<file path="src/rtl/div_pkg.sv">
// Shared definitions for the sequential integer divider: op encodings,
// FSM state type and the iteration-counter width helper.
package div_pkg;

  localparam logic [1:0] OP_DIV  = 2'b00;
  localparam logic [1:0] OP_DIVU = 2'b01;
  localparam logic [1:0] OP_REM  = 2'b10;
  localparam logic [1:0] OP_REMU = 2'b11;

  typedef enum logic [1:0] {
    IDLE  = 2'd0,
    CALC  = 2'd1,
    FIXUP = 2'd2,
    DONE  = 2'd3
  } state_e;

  // Counter needs to reach WIDTH-1; guard the degenerate width of 1.
  function automatic int cnt_width(input int w);
    return (w <= 1) ? 1 : $clog2(w);
  endfunction

endpackage

</file>
<file path="src/rtl/int_div_step.sv">
// One combinational restoring-division iteration: trial-subtract the divisor
// from {acc, next dividend bit} and keep the difference when it is non-negative.
module int_div_step #(
  parameter int WIDTH = 32
) (
  input  logic [WIDTH-1:0] i_acc,
  input  logic             i_msb,
  input  logic [WIDTH-1:0] i_divisor,
  output logic [WIDTH-1:0] o_acc,
  output logic             o_qbit
);

  logic [WIDTH:0] w_trial;
  logic [WIDTH:0] w_diff;

  assign w_trial = {i_acc, i_msb};
  // acc < divisor always holds, so bit WIDTH of the difference is a true sign bit.
  assign w_diff  = w_trial - {1'b0, i_divisor};
  assign o_qbit  = ~w_diff[WIDTH];
  assign o_acc   = o_qbit ? w_diff[WIDTH-1:0] : {i_acc[WIDTH-2:0], i_msb};

endmodule

</file>
<file path="src/rtl/int_div_seq.sv">
// Multi-cycle restoring divider with RISC-V DIV/DIVU/REM/REMU semantics,
// valid/ready on request and response, flush and tag pass-through.
module int_div_seq
  import div_pkg::*;
#(
  parameter int WIDTH = 32,
  parameter int TAG_W = 5
) (
  input  logic             clk_i,
  input  logic             rst_ni,
  input  logic             valid_i,
  output logic             ready_o,
  input  logic [1:0]       op_i,
  input  logic [WIDTH-1:0] dividend_i,
  input  logic [WIDTH-1:0] divisor_i,
  input  logic [TAG_W-1:0] tag_i,
  input  logic             flush_i,
  output logic             valid_o,
  input  logic             ready_i,
  output logic [WIDTH-1:0] result_o,
  output logic [WIDTH-1:0] quotient_o,
  output logic [WIDTH-1:0] remainder_o,
  output logic [TAG_W-1:0] tag_o,
  output logic             dbz_o,
  output logic [1:0]       dbg_state_o
);

  // Handshake: a transfer happens on a rising edge where valid and ready are
  // both high (valid_i/ready_o for requests, valid_o/ready_i for responses);
  // valid_o and the response fields stay stable until that transfer or a flush.

  localparam int             CW      = cnt_width(WIDTH);
  localparam logic [WIDTH-1:0] MIN_NEG = {1'b1, {(WIDTH-1){1'b0}}};
  localparam logic [CW-1:0]  LAST    = CW'(WIDTH - 1);

  state_e           r_state, w_state_nxt;
  logic [WIDTH-1:0] r_acc, r_dvd, r_dvs;
  logic [CW-1:0]    r_cnt;
  logic             r_neg_q, r_neg_r, r_rem_sel;
  logic [TAG_W-1:0] r_tag;
  logic [WIDTH-1:0] r_quot, r_rem, r_res;
  logic [TAG_W-1:0] r_tag_o;
  logic             r_dbz;

  logic             w_accept, w_signed, w_neg_dvd, w_neg_dvs;
  logic             w_dbz, w_ovf, w_special, w_last;
  logic [WIDTH-1:0] w_abs_dvd, w_abs_dvs, w_fast_q, w_fast_r;
  logic [WIDTH-1:0] w_acc_nxt, w_fix_q, w_fix_r;
  logic             w_qbit;

  assign ready_o     = (r_state == IDLE);
  assign valid_o     = (r_state == DONE);
  assign result_o    = r_res;
  assign quotient_o  = r_quot;
  assign remainder_o = r_rem;
  assign tag_o       = r_tag_o;
  assign dbz_o       = r_dbz;
  assign dbg_state_o = r_state;

  assign w_accept  = valid_i && ready_o && !flush_i;
  assign w_signed  = ~op_i[0];
  assign w_neg_dvd = w_signed && dividend_i[WIDTH-1];
  assign w_neg_dvs = w_signed && divisor_i[WIDTH-1];
  // The most-negative value negates to itself, which is its correct magnitude.
  assign w_abs_dvd = w_neg_dvd ? -dividend_i : dividend_i;
  assign w_abs_dvs = w_neg_dvs ? -divisor_i  : divisor_i;

  assign w_dbz     = (divisor_i == '0);
  assign w_ovf     = w_signed && (dividend_i == MIN_NEG) && (divisor_i == '1);
  assign w_special = w_dbz || w_ovf;
  assign w_fast_q  = w_dbz ? '1 : dividend_i;
  assign w_fast_r  = w_dbz ? dividend_i : '0;

  assign w_last    = (r_cnt == LAST);
  assign w_fix_q   = r_neg_q ? -r_dvd : r_dvd;
  assign w_fix_r   = r_neg_r ? -r_acc : r_acc;

  int_div_step #(.WIDTH(WIDTH)) u_step (
    .i_acc     (r_acc),
    .i_msb     (r_dvd[WIDTH-1]),
    .i_divisor (r_dvs),
    .o_acc     (w_acc_nxt),
    .o_qbit    (w_qbit)
  );

  always_ff @(posedge clk_i) begin
    if (!rst_ni) r_state <= IDLE;
    else         r_state <= w_state_nxt;
  end

  always_comb begin
    w_state_nxt = r_state;
    case (r_state)
      IDLE:    if (w_accept) w_state_nxt = w_special ? DONE : CALC;
      CALC:    if (w_last)   w_state_nxt = FIXUP;
      FIXUP:                 w_state_nxt = DONE;
      DONE:    if (ready_i)  w_state_nxt = IDLE;
      default:               w_state_nxt = IDLE;
    endcase
    if (flush_i) w_state_nxt = IDLE;
  end

  // r_dvd doubles as the quotient register: dividend bits shift out the top
  // while quotient bits shift in at the bottom.
  always_ff @(posedge clk_i) begin
    if (!rst_ni) begin
      r_acc     <= '0;
      r_dvd     <= '0;
      r_dvs     <= '0;
      r_cnt     <= '0;
      r_neg_q   <= 1'b0;
      r_neg_r   <= 1'b0;
      r_rem_sel <= 1'b0;
      r_tag     <= '0;
      r_quot    <= '0;
      r_rem     <= '0;
      r_res     <= '0;
      r_tag_o   <= '0;
      r_dbz     <= 1'b0;
    end else begin
      case (r_state)
        IDLE: begin
          if (w_accept) begin
            r_acc     <= '0;
            r_dvd     <= w_abs_dvd;
            r_dvs     <= w_abs_dvs;
            r_cnt     <= '0;
            r_neg_q   <= w_neg_dvd ^ w_neg_dvs;
            r_neg_r   <= w_neg_dvd;
            r_rem_sel <= op_i[1];
            r_tag     <= tag_i;
            if (w_special) begin
              r_quot  <= w_fast_q;
              r_rem   <= w_fast_r;
              r_res   <= op_i[1] ? w_fast_r : w_fast_q;
              r_tag_o <= tag_i;
              r_dbz   <= w_dbz;
            end
          end
        end
        CALC: begin
          r_acc <= w_acc_nxt;
          r_dvd <= {r_dvd[WIDTH-2:0], w_qbit};
          r_cnt <= r_cnt + 1'b1;
        end
        FIXUP: begin
          if (!flush_i) begin
            r_quot  <= w_fix_q;
            r_rem   <= w_fix_r;
            r_res   <= r_rem_sel ? w_fix_r : w_fix_q;
            r_tag_o <= r_tag;
            r_dbz   <= 1'b0;
          end
        end
        default: ;
      endcase
    end
  end

endmodule

</file>
<file path="config.mk">
export PLATFORM = sky130hd
export DESIGN_NAME = int_div_seq
export DESIGN_NICKNAME = d
export VERILOG_FILES = /design/src/rtl/div_pkg.sv /design/src/rtl/int_div_step.sv /design/src/rtl/int_div_seq.sv
export SDC_FILE = /design/constraint.sdc
export NUM_CORES = 1
export LEC_CHECK = 0
export ABC_AREA = 1
export BUFFER_PORTS_ARGS = -buffer_cell sky130_fd_sc_hd__buf_2
export CORE_ASPECT_RATIO = 2
export CORE_MARGIN = 4
export CORE_UTILIZATION = 60
export CTS_CLUSTER_SIZE = 10
export DETAILED_ROUTE_END_ITERATION = 12
export HOLD_SLACK_MARGIN = 0.1
export PLACE_DENSITY = 0.88
export SETUP_SLACK_MARGIN = 0.3
export SLEW_MARGIN = 10
export SYNTH_ARGS = -nofsm -noshare
export SYNTH_HDL_FRONTEND = slang
export SYNTH_HIERARCHICAL = 1
export SYNTH_SLANG_ARGS = --single-unit
</file>
<file path="constraint.sdc">
create_clock -name clk_i -period 3.7 [get_ports clk_i]
set_input_delay 0.37 -clock clk_i [delete_from_list [all_inputs] [get_ports clk_i]]
set_output_delay 0.37 -clock clk_i [all_outputs]
set_load 0.03 [all_outputs]
</file>
==> results of run 1 <==
## per-stage QoR
stage	setup WS, ps	hold slack [ps]	util, %
floorplan	1340	445	-
CTS	709	111	66.8
global placement	616	449	64.3
detailed placement	501	452	64.3
## cell usage after synthesis, drive strengths merged
library cell,count
nand2,1149
inv,392
nor2,361
nand3,264
a21oi,243
dfxtp,213
o21ai,155
clkbuf,73
buf,69
ha,43
nor3,37
xor2,36
nand4,32
o211ai,16
xnor2,10
nand3b,9
o21bai,9
o31ai,8
and2,6
a31oi,5
mux2i,5
o221ai,5
or2,5
a21boi,3
a221oi,2
and3,2
clkinv,2
a211oi,1
a21o,1
fa,1
nor4,1
o211a,1
o21a,1
o22ai,1
or3,1
## timing repair
item                                   CTS
gates resized for setup                  0
hold buffers                             5
setup buffers                            0
endpoints found under the hold margin    5
## cell families after synthesis
group,Yosys count
flip-flops,213
AO/OA/AOI/OAI,451
multiplexers,5
buffers and inverters,536
adder cells (fa/ha/maj),44
XOR/XNOR,46
AND/OR/NAND/NOR,1867
## per-layer routing
metal,overflow,track usage [%]
met2,6,84.4
met5,0,0
met4,3,62.5
met3,0,24.4
met1,0,48.9
==> reports/results.ini, run 1 <==
[placed_design]
dpl_cell_area_sq_um=18500
place.gp.congestion=1.18
dp.cells=3601
io_buffer_count=181
hpwl_um=63700

[logic_synthesis]
synthAdderAreaFrac_pct=3.19
synth_seq_area_share_pct=24.4
netlist-cell-type-count=51
syn_inst=3162
ys_ff_latch=213
syn_nets=3282
synth_top_family_by_area=simple AND/OR/NAND/NOR gates
syn_area_per_cell_sq_um=5.53
synth-simple-area-share_pct=43.6
synth_xor_area_share_pct=2.30
synth_compound_area_share_pct=13.9
synth.mux.area_fraction_pct=0.286
syn-cell-area_sq_um=17500
ys_top_cells_by_area=nand2_1, dfxtp_1, inv_1, nor2_1, nand3_1
synth_top_area_share_pct=24.4
yosysTopAreaCell=nand2_1
yosysWarnings=6

[global_routing]
grt_overflow=9
grt_pass1_wl_um=134000
grt_max_degree=101
grt_use_total_pct=55.0
grt_pass1_vias=22300

[status]
status=aborted with a tool error
lastStage=global routing
error=[ERROR GRT-0116] Global routing finished with congestion. Check the congestion regions in the DRC Viewer.

[floorplan]
fp-row-count=88
die_h_um=249
ios=182
die_x_um=129
start_util_pct=60.6

[clocking]
clock_sinks=213
numCtsBuffers=25
htreeDepth=1
root_buffer=clkbuf_16
cts_buffer_depth=3

==> run 2, diff against run 1 <==
--- a/config.mk
+++ b/config.mk
@@ -7,14 +7,10 @@
 export LEC_CHECK = 0
 export ABC_AREA = 1
 export BUFFER_PORTS_ARGS = -buffer_cell sky130_fd_sc_hd__buf_2
-export CORE_ASPECT_RATIO = 2
 export CORE_MARGIN = 4
-export CORE_UTILIZATION = 60
-export CTS_CLUSTER_SIZE = 10
+export CORE_UTILIZATION = 40
 export DETAILED_ROUTE_END_ITERATION = 12
-export HOLD_SLACK_MARGIN = 0.1
-export PLACE_DENSITY = 0.88
-export SETUP_SLACK_MARGIN = 0.3
+export PLACE_DENSITY_LB_ADDON = 0.15
 export SLEW_MARGIN = 10
 export SYNTH_ARGS = -nofsm -noshare
 export SYNTH_HDL_FRONTEND = slang
==> run 2 against run 1 <==
The run now ends clean. Area after synthesis did not move. Synthesized cell count unchanged.
==> reports/results.ini, run 2 <==
[status]
status=finished, final reports clean

[setup_path]
endpoint_kind=flop
crit_type=flop to flop
critPathTopFamily=compound AO/OA/AOI/OAI gates
start_kind=flop
crit_fanout=30
path_cells=inv_1, ha_1, o31ai_2, nand2_4, buf_4, buf_4, nand2_1, nand2_1, nor2_1
r2r_cells=9
worstPathArrival_ps=3460
reg2reg_slack_ps=730
reg2reg_to=remainder_o[11]$_SDFFE_PN0P_
path_buf_inv=3
slowest_stage=o31ai_2
max_stage_delay_ps=780
cp.required_ps=4190
reg2reg_from=dbg_state_o[1]$_SDFFE_PP0P_

[logic_synthesis]
synth_seq_area_share_pct=24.4  ; unchanged
ys_ff_latch=213  ; unchanged
syn-cell-area_sq_um=17500  ; unchanged
syn_nets=3282  ; unchanged
synth_edf_count=0  ; unchanged
syn_inst=3162  ; unchanged
synth_most_common_cell=nand2_1
yosysTopAreaCell=nand2_1
yosysWarnings=6  ; unchanged
synthArstFlopShare_pct=0  ; unchanged
synth_ff_type=dfxtp_1
synth_common_cells=nand2_1, inv_1, nor2_1
netlist-cell-type-count=51  ; unchanged
syn_area_per_cell_sq_um=5.53  ; unchanged
synth_top_area_share_pct=24.4  ; unchanged
ys_top_cells_by_area=nand2_1, dfxtp_1, inv_1, nor2_1, nand3_1

[global_routing]
grt_use_total_pct=29.0
grt_pass1_vias=18600
grt_max_degree=97
antenna_found_initial=0
grt_pass1_wl_um=108000
grt_overflow=0

[min_path]
holdPathStages=3
worst_hold_path.endpoint=r_tag[4]$_SDFFE_PN0P_
min_from=tag_i[4]
hold_class=primary input to flop

[clocking]
cts_tree=done
cts_hold_buf=0  ; -5
post_cts_resized=0  ; unchanged
clock_sinks=213  ; unchanged
root_buffer=clkbuf_16
htreeDepth=1  ; unchanged
path_clk_slew_ps=60
numCtsBuffers=26  ; +4.0%
cts_setup_buffers=0  ; unchanged
clk_latency_ps=560
cts_buffer_depth=3  ; unchanged

[sta]
fin_crit_sh_pct=80.1
finalSetupViolCount=0
rsz0062_at_grt=false
fmax_mhz=337
tightest_slew_ps=1060
skew_ps=28.4
relSlewSlack_pct=29.1
period_needed_ps=2970
finalHoldViolations=0
setup_slack_ps=735
tns_ps=0
drv_slew=0
fin_hold_ws_ps=76.3

[floorplan]
fp-row-count=76  ; -14%
start_util_pct=40.5  ; -20 points
ios=182  ; unchanged
die_area_sq_um=47100
die_h_um=217  ; -13%
core_area_sq_um=43200
die_x_um=217  ; +69%

[drt]
drt-initial-drc-count=1723
vias=20200
wire_per_inst_um=18.4
drtAntennaViolNets=0
remaining_drc_errors=0
wl_um=70800
vias_per_cell=5.23
firstDrtPassIters=6

[layout]
layout_common_cells=nand2_1, inv_1, nor2_1
drive_gt1_share_pct=9.04
multiInputGateArea_sq_um=11100
regArea_sq_um=4260
syn2layout_area_growth_pct=12.0
layout_commonest_cell=nand2_1
num_antenna_cells=0
final_core_util_pct=45.4
fill_cells=4912
fin_cells=3858
layout.nets=3380
fin_area_sq_um=19600

[placed_design]
pre_cts_slack_ps=624  ; +123 ps
hpwl_um=55100  ; -13%
place.gp.congestion=0.940  ; -20%
io_buffer_count=181  ; unchanged
dpl_cell_area_sq_um=18700  ; +1.0%
dp.cells=3817  ; +6.0%

[power_and_ir_drop]
total_power_mw=6.93
ir_drop_v=0.000290
leakage_nw=10.2
power-per-cell-area_nw_per_um2=354

[run]
cap_violations=0

## run 2: cell counts after synthesis
No cell type changed its count.
## run 2: worst max path at each step
| stage | from | end | slack, ps | cells past startpoint |
|---|---|---|---|---|
| finish | dbg_state_o[1]$_SDFFE_PP0P_ | remainder_o[11]$_SDFFE_PN0P_ | 730 | 9 |
| global route | r_dvd[31]$_SDFFE_PN0P_ | r_acc[0]$_SDFFE_PN0P_ | 460 | 18 |
| CTS | r_dvd[31]$_SDFFE_PN0P_ | r_acc[0]$_SDFFE_PN0P_ | 710 | 18 |
| detailed placement | divisor_i[0] | remainder_o[22]$_SDFFE_PN0P_ | 620 | 12 |
| global placement | divisor_i[0] | remainder_o[22]$_SDFFE_PN0P_ | 650 | 12 |
| floorplan | dbg_state_o[0]$_SDFFE_PP0P_ | remainder_o[11]$_SDFFE_PN0P_ | 1340 | 8 |
## run 2: power by group
group | total (mW) | internal, mW | switching (mW)
clock network | 2.60 | 1.56 | 1.04
logic | 1.85 | 0.522 | 1.33
registers | 2.49 | 2.40 | 0.0857
total | 6.93 | 4.48 | 2.45
## run 2: cell type report
class                      instances  area share, %
clock buffer                      36           3.88
clock inverter                     5          0.435
multi-input combinational       2413           56.7
tap                              585           3.74
timing repair buffer             212           5.96
inverter                         394           7.56
sequential                       213           21.8
## run 2: layer usage
layer / wire [um] / GRT usage [%] / vias to the layer above
li1: - / - / 10200
met5: 0 / 0 / -
met1: 30900 / 38.9 / 9142
met4: 3220 / 11.2 / 0
met2: 32100 / 47.6 / 738
met3: 4650 / 3.67 / 135
## run 2: cell families after synthesis
group	Yosys count	synth area share (%)
mux	5	0.286
buf+inv	536	12.3
simple gates	1867	43.6
compound gates	451	13.9
xor+xnor	46	2.30
fa+ha+maj	44	3.19
flops	213	24.4
## run 2: worst min-delay path, stage by stage
cell and delay, ps:
buf_2 90, nor2_1 40, nor2_1 80
Note: power is estimated with default switching activity, not from simulation.
==> run 3, diff against run 2 <==
==> constraint.sdc (replaced) <==
create_clock -name clk_i -period 2.8 [get_ports clk_i]
set_input_delay 0.28 -clock clk_i [delete_from_list [all_inputs] [get_ports clk_i]]
set_output_delay 0.28 -clock clk_i [all_outputs]
set_load 0.03 [all_outputs]
==> run 3 against run 2 <==
Hold slack got worse by 36 ps. Utilization rose by 1.2 points. Routed wire length rose by 0.88%. Power rose by 36%. Global-route usage rose by 0.13 points. Combinational power rose by 36%. Via count rose by 1.1%. Die area did not move. Setup slack got worse by 460 ps. Sequential share of layout area fell by 0.56 points. Critical endpoint is now r_dvd[17]$_SDFFE_PN0P_. Largest power group unchanged. Highest routed layer unchanged.
==> reports/results.ini, run 3 (same netlist as run 2, synthesis figures left out) <==
[sta]
tightest_slew_ps=828  ; -234 ps
drv_slew=0  ; unchanged
rsz0062_at_grt=false
fin_crit_sh_pct=90.2  ; +10 points
tns_ps=0  ; unchanged
fmax_mhz=396  ; +17%
finalSetupViolCount=0  ; unchanged
finalHoldViolations=0  ; unchanged
relSlewSlack_pct=44.8  ; +16 points
period_needed_ps=2530  ; -439 ps
skew_ps=22.9  ; -5.46 ps

[drt]
vias_per_cell=5.22  ; -0.22%
remaining_drc_errors=0  ; unchanged
drtAntennaViolNets=0  ; unchanged
wire_per_inst_um=18.3  ; -0.41%
firstDrtPassIters=6  ; unchanged
vias=20400  ; +1.1%
drt-initial-drc-count=1761  ; +2.2%
wl_um=71500  ; +0.88%

[layout]
drive_gt1_share_pct=10.2  ; +1.2 points
syn2layout_area_growth_pct=15.0
layout.nets=3424  ; +1.3%
layout_common_cells=nand2_1, inv_1, nor2_1
num_antenna_cells=0  ; unchanged
final_core_util_pct=46.6  ; +1.2 points
layout_commonest_cell=nand2_1

[setup_path]
path_cells=inv_1, ha_1, nand2_1, nor2_4, inv_1, o21ai_2, inv_2, buf_12, a21oi_1, o21ai_0, a21oi_1
crit_type=flop to flop
crit_fanout=52  ; +73%
endpoint_kind=flop
slowest_stage=ha_1
max_stage_delay_ps=430  ; -350 ps
start_kind=flop
cp.required_ps=3290  ; -900 ps
worstPathArrival_ps=3020  ; -440 ps

[floorplan]
die_h_um=217  ; unchanged
core_area_sq_um=43200  ; unchanged
die_x_um=217  ; unchanged
die_area_sq_um=47100  ; unchanged
ios=182  ; unchanged
start_util_pct=40.5  ; unchanged
fp-row-count=76  ; unchanged

[run]
cap_violations=0  ; unchanged

[clocking]
cts_buffer_depth=3  ; unchanged
path_clk_slew_ps=60  ; about the same
clk_latency_ps=560  ; about the same
cts_tree=done
htreeDepth=1  ; unchanged
root_buffer=clkbuf_16
clock_sinks=213  ; unchanged
numCtsBuffers=27  ; +3.8%

[power_and_ir_drop]
clkPwrFrac_pct=38.4  ; +1.0 points
seqPwrFrac_pct=35.0  ; -0.9 points
leakage_nw=10.5  ; +2.7%
ir_drop_v=0.000417  ; +44%
switching_share_pct=35.4  ; about the same
internal_power_mw=6.09  ; +36%
switching_power_mw=3.33  ; +36%
power-per-cell-area_nw_per_um2=468  ; +32%
power_frac_comb_pct=26.7  ; about the same

[placed_design]
place.gp.congestion=0.979  ; +4.1%
hpwl_um=56100  ; +1.8%
io_buffer_count=181  ; unchanged

[global_routing]
grt_overflow=0  ; unchanged
grt_pass1_wl_um=108000  ; +0.33%
antenna_found_initial=0  ; unchanged
grt_max_degree=97  ; unchanged
grt_pass1_vias=18800  ; +1.0%
grt_use_total_pct=29.1  ; +0.13 points

[status]
status=finished, final reports clean

[min_path]
hold_class=primary input to flop

[run 3: layout make-up]
class	instances	area (sq um)
fill	4875	23100
multi-input combinational	2413	11100
sequential	213	4270
timing repair buffer	255	1610
inverter	394	1480
clock buffer	37	763
tap	585	732
clock inverter	11	145
[run 3: power by group through the flow]
stage / sequential (mW) / clock [mW] / combinational (mW)
6_report: 3.29 / 3.61 / 2.51
3_3_place_gp: 3.35 / 0 / 2.46
3_5_place_dp: 3.35 / 0 / 2.46
4_1_cts: 3.29 / 3.68 / 2.48
2_1_floorplan: 3.43 / 0 / 1.52
5_1_grt: 3.31 / 3.80 / 2.77
[run 3: timing repair]
item                       4_1_cts  5_1_grt
resized for setup                0        3
setup endpoints to repair        0       33
hold buffers                     7        0
buffers inserted                 0        0
hold endpoints to repair         7        0
[run 3: routing by layer]
layer / vias up / share of wire (%) / global-route usage (%)
li1: 10300 / - / -
met1: 9327 / 44 / 38.4
met2: 682 / 46 / 48.7
met3: 121 / 5.9 / 3.16
met4: 0 / 4.8 / 11.8
met5: - / 0 / 0
[run 3: path summary, 6_finish.rpt]
| path | slack (ps) | startpoint | endpoint | cells after the start |
|---|---|---|---|---|
| hold reg to reg | 460 | quotient_o[4]$_SDFFE_PN0P_ | quotient_o[4]$_SDFFE_PN0P_ | 2 |
| setup / recovery | 270 | dbg_state_o[0]$_SDFFE_PP0P_ | r_dvd[17]$_SDFFE_PN0P_ | 11 |
| setup reg to reg | 270 | dbg_state_o[0]$_SDFFE_PP0P_ | r_dvd[17]$_SDFFE_PN0P_ | 11 |
| hold / removal | 40 | divisor_i[31] | r_dvs[31]$_SDFFE_PN0P_ | 3 |
[run 3: critical path, delay by kind of cell, from the launching register on]
kind / cells / cell delay [ps]
simple gates: 2 / 290
fa+ha+maj: 1 / 430
flops: 1 / 360
compound gates: 4 / 760
buf+inv: 4 / 610
[run 3: through the flow]
step | instance area [sq um] | std cells | setup slack (ps) | total power [mW] | hold slack [ps]
6_report | 20100 | 3908 | 274 | 9.41 | 40.5
5_1_grt | 20100 | 3908 | 23.1 | 9.88 | 47.3
4_1_cts | 20100 | 3908 | 193 | 9.45 | 16.8
3_5_place_dp | 19100 | 3853 | 200 | 5.82 | 453
3_3_place_gp | 19100 | 3853 | 267 | 5.81 | 451
2_1_floorplan | 17500 | 3162 | 436 | 4.95 | 415
==> run 4, diff against run 3 <==
==> constraint.sdc (replaced) <==
create_clock -name clk_i -period 2.8 [get_ports clk_i]
set_input_delay 0.14 -clock clk_i [delete_from_list [all_inputs] [get_ports clk_i]]
set_output_delay 0.14 -clock clk_i [all_outputs]
set_load 0.03 [all_outputs]
==> run 4 against run 3 <==
Critical path type unchanged. Register-to-register slack got worse by 120 ps. Largest power group unchanged. Highest routed layer unchanged. Fmax decreased by 4.4%. Cell area increased by 1.5%.
==> reports/results.ini, run 4 (same netlist as run 2, synthesis figures left out) <==
[status]
status=finished, final reports clean

[floorplan]
die_h_um=217  ; unchanged
ios=182  ; unchanged
core_area_sq_um=43200  ; unchanged
start_util_pct=40.5  ; unchanged
fp-row-count=76  ; unchanged
die_area_sq_um=47100  ; unchanged
die_x_um=217  ; unchanged

[setup_path]
worstPathArrival_ps=3120  ; +100 ps
endpoint_kind=flop
r2r_cells=14  ; +3
crit_fanout=16  ; -69%
cp.required_ps=3280  ; about the same
crit_type=flop to flop
start_kind=flop

[layout]
syn2layout_area_growth_pct=16.7
fin_area_sq_um=20400  ; +1.5%
fin_cells=3923  ; +0.38%
layout_common_cells=nand2_1, inv_1, nor2_1
layout.nets=3440  ; +0.47%
layout_commonest_cell=nand2_1
fill_cells=4848  ; -0.55%
drive_gt1_share_pct=10.2  ; +0.014 points
num_antenna_cells=0  ; unchanged

[drt]
vias=20500  ; +0.69%
wl_um=73000  ; +2.1%
firstDrtPassIters=6  ; unchanged
wire_per_inst_um=18.6  ; +1.7%
drt-initial-drc-count=1657  ; -5.9%
drtAntennaViolNets=0  ; unchanged
vias_per_cell=5.23  ; +0.30%
remaining_drc_errors=0  ; unchanged

[global_routing]
grt_pass1_wl_um=109000  ; +0.92%
grt_max_degree=104  ; +7.2%
grt_use_total_pct=29.4  ; +0.31 points
grt_overflow=0  ; unchanged
grt_pass1_vias=18600  ; -0.87%
antenna_found_initial=0  ; unchanged

[sta]
drv_slew=0  ; unchanged
setup_slack_ps=158  ; -116 ps
tightest_slew_ps=806  ; -22.2 ps
fmax_mhz=378  ; -4.4%
relSlewSlack_pct=46.3  ; +1.5 points
period_needed_ps=2640  ; +116 ps
skew_ps=21.8  ; -1.05 ps
tns_ps=0  ; unchanged
rsz0062_at_grt=false
finalHoldViolations=0  ; unchanged
fin_crit_sh_pct=94.4  ; +4.2 points
finalSetupViolCount=0  ; unchanged

[power_and_ir_drop]
power_frac_comb_pct=26.1  ; -0.6 points
switching_power_mw=3.31  ; -0.56%
seqPwrFrac_pct=33.9  ; -1.1 points
switching_share_pct=34.1  ; -1.3 points
ir_drop_v=0.000439  ; +5.4%
power-per-cell-area_nw_per_um2=476  ; +1.7%
leakage_nw=10.6  ; +1.2%
total_power_mw=9.71  ; +3.2%
clkPwrFrac_pct=40.0  ; +1.6 points
internal_power_mw=6.40  ; +5.2%

[clocking]
root_buffer=clkbuf_16
path_clk_slew_ps=60  ; about the same
clock_sinks=213  ; unchanged
cts_tree=done
cts_buffer_depth=3  ; unchanged
numCtsBuffers=27  ; unchanged
htreeDepth=1  ; unchanged
clk_latency_ps=570  ; about the same

[placed_design]
hpwl_um=56600  ; +0.85%
pre_cts_slack_ps=51.3  ; -149 ps
place.gp.congestion=0.952  ; -2.7%
io_buffer_count=181  ; unchanged
dpl_cell_area_sq_um=19100  ; -0.29%
dp.cells=3849  ; -0.10%

[min_path]
holdPathStages=5  ; +2
hold_class=primary input to flop

[run]
cap_violations=0  ; unchanged

==> run 4: cell count changes in the layout (fill, tap and decap cells not counted), sizes merged <==
| cell | delta |
|---|---|
| nand2 | +4 |
| dlygate4sd3 | +16 |
| buf | -4 |
| bufinv | +4 |
| inv | +1 |
| clkinvlp | -2 |
| clkbuf | -1 |
| clkinv | -3 |
==> run 4: cell type report <==
| cell class | count | area (sq um) | area share, % |
|---|---|---|---|
| repair buffers | 267 | 1710 | 8.39 |
| clock buffers | 36 | 739 | 3.62 |
| well taps | 585 | 732 | 3.59 |
| inverters | 394 | 1480 | 7.25 |
| multi-input cells | 2417 | 11200 | 55.1 |
| clock inverters | 11 | 236 | 1.16 |
| flip-flops and latches | 213 | 4270 | 20.9 |
==> run 4: worst paths after layout <==
check	start	endpoint	slack [ps]
setup / recovery	r_acc[17]$_SDFFE_PN0P_	r_acc[26]$_SDFFE_PN0P_	160
hold / removal	divisor_i[18]	r_dvs[18]$_SDFFE_PN0P_	20
hold reg to reg	quotient_o[1]$_SDFFE_PN0P_	quotient_o[1]$_SDFFE_PN0P_	460
setup reg to reg	r_acc[17]$_SDFFE_PN0P_	r_acc[26]$_SDFFE_PN0P_	160
==> run 4: power groups by stage <==
stage,registers [mW],logic (mW),clock network (mW)
3_5_place_dp,3.36,2.46,0
4_1_cts,3.29,2.50,3.93
5_1_grt,3.31,2.79,4.07
3_3_place_gp,3.35,2.46,0
6_report,3.29,2.53,3.89
2_1_floorplan,3.43,1.52,0
==> run 4: worst max-delay path: stages (launching register included) <==
cell and delay, ps:
dfxtp_1 530, ha_1 350, nand2_1 200, inv_1 60
nand2_1 60, nand2_1 60, nand2_1 60, nand2_1 70
a21oi_2 360, nand3_4 260, nand2_8 200, nand2_1 60
nand2_1 60, nand2_1 50, a21oi_1 170
==> run 4: through the flow <==
stage                     utilization (%)  hold WS, ps
final                                47.3         21.3
after global routing                 47.3         41.1
after CTS                            46.9         4.49
after detailed placement             44.1          394
after global placement               44.1          385
after floorplan                         -          275
==> run 4: repair_timing <==
item                                    CTS  global route
hold buffers                             23             0
hold endpoints to repair                 33             0
resized for setup                         0            17
buffers inserted                          0             0
endpoints found under the setup margin    0            33
==> run 4: layer usage <==
metal | wire (um) | up-vias | global-route usage, %
met3 | 4370 | 116 | 3.27
met2 | 34200 | 730 | 49.9
li1 | - | 10300 | -
met1 | 31700 | 9378 | 39.2
met5 | 0 | - | 0
met4 | 2750 | 0 | 9.52
